<file path="config.mk">
export PLATFORM = sky130hd
export DESIGN_NAME = enc10b_elink_serializer
export DESIGN_NICKNAME = d
export VERILOG_FILES = /design/src/rtl/enc10b_elink_serializer.sv
export SDC_FILE = /design/constraint.sdc
export NUM_CORES = 1
export LEC_CHECK = 0
export ABC_AREA = 1
export BUFFER_PORTS_ARGS = -buffer_cell sky130_fd_sc_hd__buf_2
export CAP_MARGIN = 20
export CORE_MARGIN = 3
export CORE_UTILIZATION = 50
export CTS_BUF_LIST = sky130_fd_sc_hd__clkbuf_4
export DETAILED_ROUTE_END_ITERATION = 7
export PLACE_DENSITY = 0.71
export RECOVER_POWER = 100
export SYNTH_ARGS = -nofsm -noshare
export SYNTH_HDL_FRONTEND = slang
export SYNTH_SLANG_ARGS = --single-unit
</file>
<file path="constraint.sdc">
create_clock -name clk -period 1.9 [get_ports clk]
set_input_delay 0.095 -clock clk [delete_from_list [all_inputs] [get_ports clk]]
set_output_delay 0.095 -clock clk [all_outputs]
set_load 0.02 [all_outputs]
</file>
<file path="src/rtl/enc10b_elink_serializer.sv">
// Buffers 8b/10b words in a small FIFO and serializes them MSB-first, 2 bits per clock,
// onto the e-link. When the FIFO is empty, it fills the link with alternating-disparity K28.5 commas.
module enc10b_elink_serializer #(
    parameter int         DEPTH       = 4,
    parameter logic [9:0] IDLE_WORD_N = 10'b0011111010,
    parameter logic [9:0] IDLE_WORD_P = 10'b1100000101
) (
    input  logic                     clk,
    input  logic                     rst,
    input  logic [9:0]               data_10b_in,
    input  logic                     data_10b_en,
    output logic [1:0]               edata_2bit,
    output logic                     word_start,
    output logic                     idle_out,
    output logic [$clog2(DEPTH):0]   fifo_level,
    output logic                     fifo_ovf
);

    localparam int         AW         = $clog2(DEPTH);
    localparam logic [AW:0] FULL_LEVEL = (AW + 1)'(DEPTH);
    localparam logic [2:0]  LAST_PHASE = 3'd4;

    logic [9:0]    mem [DEPTH];
    logic [AW-1:0] wr_ptr;
    logic [AW-1:0] rd_ptr;
    logic [AW:0]   count;
    logic [9:0]    sh;
    logic [2:0]    phase;
    logic          cur_idle;
    logic          idle_sel;
    logic          load;
    logic          pop;
    logic          push;

    // The count is sampled before the edge, so a word written on the same edge as a load is never bypassed.
    always_comb begin
        load = (phase == LAST_PHASE);
        pop  = load && (count != '0);
        push = data_10b_en && ((count != FULL_LEVEL) || pop);
    end

    always_ff @(posedge clk or negedge rst) begin
        if (!rst) begin
            wr_ptr   <= '0;
            rd_ptr   <= '0;
            count    <= '0;
            fifo_ovf <= 1'b0;
        end else begin
            if (push) begin
                wr_ptr <= wr_ptr + AW'(1);
            end
            if (pop) begin
                rd_ptr <= rd_ptr + AW'(1);
            end
            if (data_10b_en && !push) begin
                fifo_ovf <= 1'b1;
            end
            case ({push, pop})
                2'b10:   count <= count + (AW + 1)'(1);
                2'b01:   count <= count - (AW + 1)'(1);
                default: count <= count;
            endcase
        end
    end

    always_ff @(posedge clk) begin
        if (push) begin
            mem[wr_ptr] <= data_10b_in;
        end
    end

    // idle_sel is 1 when the next inserted idle must be the RD+ comma.
    always_ff @(posedge clk or negedge rst) begin
        if (!rst) begin
            sh       <= IDLE_WORD_N;
            phase    <= 3'd0;
            cur_idle <= 1'b1;
            idle_sel <= 1'b1;
        end else if (!load) begin
            sh    <= {sh[7:0], 2'b00};
            phase <= phase + 3'd1;
        end else begin
            phase <= 3'd0;
            if (count != '0) begin
                sh       <= mem[rd_ptr];
                cur_idle <= 1'b0;
            end else begin
                sh       <= idle_sel ? IDLE_WORD_P : IDLE_WORD_N;
                cur_idle <= 1'b1;
                idle_sel <= ~idle_sel;
            end
        end
    end

    assign edata_2bit = sh[9:8];
    assign word_start = (phase == 3'd0);
    assign idle_out   = cur_idle;
    assign fifo_level = count;

endmodule

</file>
Word-level counts from Yosys, hierarchy flattened
Memories as Yosys holds them, arrays and structs flattened.
Index checks and enable logic that the tools add are counted.
{"block": "word_totals", "memories": 1, "mem_bits_rw": 40, "wordCells": 37, "in_bits": 13, "regBits": 23, "output_inout_bits": 8}
{"memory": "mem", "depth": 4, "width": 10, "rd": 1, "rd_ports_with_merged_regs": 0, "wr": 1, "line": "23", "text": "logic [9:0] mem [DEPTH];"}
{"block": "op_classes", "n_addsub": 5, "eq_ne": 4, "n_bitwise": 2, "mux": 8, "reduce_logical": 9}
{"op": "10-bit 2-to-1 mux", "n": 3}
{"op": "3-bit by 1-bit adder with 3-bit output, second input constant", "n": 2}
{"op": "3-bit case mux with 2 select lines", "n": 1}
{"op": "2-bit by 1-bit adder with 2-bit output, second input constant", "n": 2}
{"op": "3-bit equality test, second input constant", "n": 1}
{"op": "1-bit logical AND", "n": 3}
{"op": "3-bit zero test", "n": 1}
{"op": "1-bit 2-to-1 mux", "n": 3}
{"op": "3-bit 2-to-1 mux", "n": 1}
{"op": "3-bit != test, second input constant", "n": 1}
{"op": "3-bit nonzero test", "n": 1}
{"op": "3-bit by 1-bit subtractor with 3-bit output, second input constant", "n": 1}
{"op": "2-bit by 1-bit equality test with 1-bit output, second input constant", "n": 1}
{"op": "2-bit equality test, second input constant", "n": 1}
{"op": "1-bit inverter", "n": 2}
{"op": "2-bit AND reduction", "n": 1}
{"op": "2-bit nonzero test", "n": 1}
{"op": "1-bit zero test", "n": 1}
{"op": "1-bit logical OR", "n": 1}

Depth between registers and ports, before layout
{"block": "depth", "depth_word": 6, "depth_mapped": 12, "depth_no_buf": 11}

Least setup slack after synthesis
Ideal clock, no wire load.
{"block": "synth_path", "path_kind": "register to register", "from": "register phase[0]", "to": "memory mem[0][0] (enable)", "t_required_ps": 1524, "synth_period_minus_slack_ps": 1787, "path_slack_ps": 113, "stages_incl_launch_ff": 8, "setup_ps": 376, "arrival_ps": 1411, "path_buffers": 1, "path_cell_list": "dfrtp_1 inv_1 ha_1 nand2_2 buf_6 clkinv_8 o21ai_4 nor2_1"}
{"block": "synth_between", "elab_chain_cells": 6}
{"item": "start: declaration", "line": "28", "text": "logic [2:0] phase;"}
{"item": "start signal: assignment", "line": "81", "text": "phase <= phase + 3'd1;"}
{"item": "3-bit equality test", "line": "37", "text": "load = (phase == LAST_PHASE);"}
{"item": "1-bit logical AND", "line": "38", "text": "pop = load && (count != '0);"}
{"item": "1-bit logical OR", "line": "39", "text": "push = data_10b_en && ((count != FULL_LEVEL) || pop);"}
{"item": "1-bit logical AND", "line": "39"}
{"item": "1-bit 2-to-1 mux", "line": "67", "text": "if (push) begin"}
{"item": "1-bit 2-to-1 mux (implied by the code)", "line": "68", "text": "mem[wr_ptr] <= data_10b_in;"}
{"item": "end: declaration", "line": "23"}
No other way between the ends.

Final worst setup path
{"block": "layout_path", "from": "register phase[1]", "to": "register count[1], in the netlist fifo_level[1]"}
{"block": "layout_between", "elab_chain_cells": 6, "word_cells_on_any_way": 8, "cone_classes": "eq/ne (3); mux (1); reduce/logical (4)"}
{"item": "3-bit equality test *", "line": "37"}
{"item": "1-bit logical AND *", "line": "38"}
{"item": "1-bit logical OR", "line": "39"}
{"item": "1-bit logical AND", "line": "39"}
{"item": "2-bit by 1-bit equality test with 1-bit output / 2-bit equality test (equally long branches)", "line": "58", "text": "case ({push, pop})"}
{"item": "3-bit case mux with 2 select lines / 2-bit nonzero test (equally long branches)"}
{"item": "end signal: assignment", "line": "59", "text": "2'b10: count <= count + (AW + 1)'(1);"}
{"item": "end signal: assignment", "line": "60", "text": "2'b01: count <= count - (AW + 1)'(1);"}
{"item": "end signal: assignment", "line": "61", "text": "default: count <= count;"}
{"item": "end: declaration", "line": "26", "text": "logic [AW:0] count;"}
Every way passes the cells marked *; elsewhere a longest branch is shown, timed or not.
A chain may end at the register's enable or synchronous reset.

==> results.ini <==
[run_status]
outcome = finished clean

[route]
ant_nets = 0
drcViolationCount = 0
wl_per_cell_um = 13.5
drt_iter0_drc = 73
first_pass_iters = 4
vias_per_cell = 4.90
drt-total-wl_um = 4550
vias = 1645

[cells_and_area]
multi_input_area_um2 = 734
drive_gt1_frac = 0.242
diodes = 0
layout_common_cells = 40 x edfxtp_1, 31 x nand2_1, 29 x nor2_1, 20 x o21ai_0
nets = 284
seqCellArea_mm2 = 0.00179
fill_cells = 400
final_common_cell = edfxtp_1
synthToLayoutAreaGrowth_pct = 16.7
finish.utilization = 0.629

[synth]
yosysUniqueCellTypes = 28
synthMuxAreaShare = 0
synth_nets = 240
yosys.area_share.simple = 0.148
synth_cells = 220
synth_top_family_by_area = simple AND/OR/NAND/NOR gates
synth_adder_area_share = 0.0359
synth_compound_area_frac = 0.0757
synth_seq_cells = 63
syn_area_mm2 = 0.00265
ys_seq_area_frac = 0.675
synth-warning-count = 0
synth_xor_area_frac = 0.00993
avgSynthCellArea_um2 = 12.0

[clock_tree]
cts_tree = built
numCtsBuffers = 9
htree_levels = 3
clock_path_buffers = 2
clkSinkCount = 63
cts-root-buf = clkbuf_4
path_clk_slew_ns = 0.11
clock_latency_ns = 0.41

[worst_hold_path]
hold_path_class = in -> reg

[power_and_ir_drop]
p_leak_nw = 1.26
netSwitchingFraction = 0.390
p_int_w = 0.00265
power.share.combinational = 0.375
powerDensity_mw_per_mm2 = 1410
power_frac_seq = 0.449
ir_worst_vdd_v = 0.000643
power.switching_w = 0.00170
clock_power_share = 0.176

[critical_path]
crit_path_top_delay_cell = fa_2
path_max_fanout = 4
crit_path_max_incr_delay_ns = 0.62
endpoint_kind = flop
path_cells = inv_1 -> ha_2 -> nand2_4 -> clkinv_8 -> nand3b_1 -> fa_2 -> inv_2 -> nand2_1 -> o21ai_1
cp-start-kind = flop
r2r_slack_ns = 0.08
crit_arrival_ns = 2.13
required_ns = 2.21
worstSetupPathType = reg -> reg

[place]
dp_slack_ns = -0.0995
dp_hpwl_um = 2940
io_buffers = 20
gp_congestion = 0.732

[timing]
fin_ws_ns = 0.0797
worstMarginPinSlew_ns = 1.22
setup_viol = 0
finalCritPeriodShare = 0.958
tns_ns = 0
rsz0062_at_grt = true
drv_slew = 0
slew_headroom = 0.183
clock_skew_ns = 0.00821
timing.fmax_ghz = 0.549
final_hold_viol_count = 0
fin_crit_ns = 1.82

[global_route]
globalRouteTotalUtil = 0.167
grt_max_degree = 24
grt_antenna_before_repair = 0
grt_pass1_vias = 1589
grt_overflow_total = 0
grt_pass1_wl_um = 7600

[die]
io_pins = 21
die_area_mm2 = 0.00620
die_h_um = 78.8
initial_core_util = 0.539
row_count = 25
die_w_um = 78.8
core_mm2 = 0.00491

[run]
drv_cap = 0

-- final timing paths --
| path | startpoint | endpoint | depth (start not counted) |
|---|---|---|---|
| max in group asynchronous | rst | sh[2] | 2 |
| hold reg to reg | sh[2] | sh[4] | 2 |
| setup / recovery | phase[1] | fifo_level[1] | 9 |
| min in group asynchronous | rst | fifo_level[1] | 2 |
| hold / removal | data_10b_en | fifo_ovf | 2 |
| setup reg to reg | phase[1] | fifo_level[1] | 9 |
-- per-layer routing --
layer | vias to the layer above | global-route usage | wire (um)
met2 | 38 | 0.263 | 2150
met4 | 0 | 0.0577 | 85
met5 | - | 0 | 0
met1 | 767 | 0.209 | 2060
li1 | 830 | - | -
met3 | 10 | 0.0680 | 245
-- stage by stage --
stage	power (W)	hold slack, ns	area (um^2)	cells
2_1_floorplan	0.00316	-0.201	2650	220
3_3_place_gp	0.00353	0.0931	2830	306
3_5_place_dp	0.00359	0.0956	2830	306
4_1_cts	0.00437	0.0322	3070	333
5_1_grt	0.00470	0.0348	3090	336
6_report	0.00435	0.0467	3090	336
-- layout make-up --
type	count	share of cell area
Sequential cell	63	0.579
Timing Repair Buffer	43	0.0916
Clock buffer	9	0.0219
Tap cell	67	0.0271
Inverter	19	0.0271
Multi-Input combinational cell	128	0.238
Clock inverter	7	0.0158
-- power by group through the flow --
stage                     combinational [W]  clock [W]  sequential (W)
final                               0.00163   0.000764         0.00195
after detailed placement            0.00161          0         0.00198
after global placement              0.00156          0         0.00197
after global routing                0.00186   0.000855         0.00198
after CTS                           0.00163   0.000782         0.00195
after floorplan                     0.00116          0         0.00200
-- Yosys cell counts (all sizes together) --
master | instances | share of area
dfstp | 8 | 0.079
clkbuf | 5 | 0.0071
buf | 5 | 0.017
nand3 | 11 | 0.030
a21oi | 1 | 0.0019
or2 | 1 | 0.0024
nand3b | 1 | 0.0028
edfxtp | 40 | 0.45
o21ai | 22 | 0.046
nand2 | 36 | 0.057
nor2 | 35 | 0.055
o22ai | 10 | 0.024
inv | 18 | 0.026
xor2 | 2 | 0.0066
a41o | 1 | 0.0043
clkinv | 1 | 0.0061
ha | 6 | 0.028
dfrtp | 15 | 0.14
fa | 1 | 0.0076
xnor2 | 1 | 0.0033
-- repair_timing --
action	CTS	global route
endpoints found under the hold margin	63	0
hold buffers	11	0
pin swaps	0	3
setup buffers	0	4
setup endpoints to repair	40	22
gates resized for setup	2	7
-- critical path: cells and delay by family (launching register included) --
family	cells	cell delay, ns
simple gates	3	0.31
compound gates	1	0.05
fa+ha+maj	2	0.81
buf+inv	3	0.15
flops	1	0.40
-- flip-flops by register name, indices dropped and copies added (netlist names) --
signal and count:
fifo_level 3, fifo_ovf 1, idle_out 1, idle_sel 1, mem 40, phase 3, rd_ptr 2, sh 10
wr_ptr 2
-- logic make-up (layout without fill, tap and decap cells) --
kind of cell / after synthesis / in the layout
compound gates: 34 / 34
simple gates: 84 / 84
flops: 63 / 63
buf+inv: 29 / 78
xor+xnor: 3 / 3
fa+ha+maj: 7 / 7
Power figures use the tool's default switching activity.
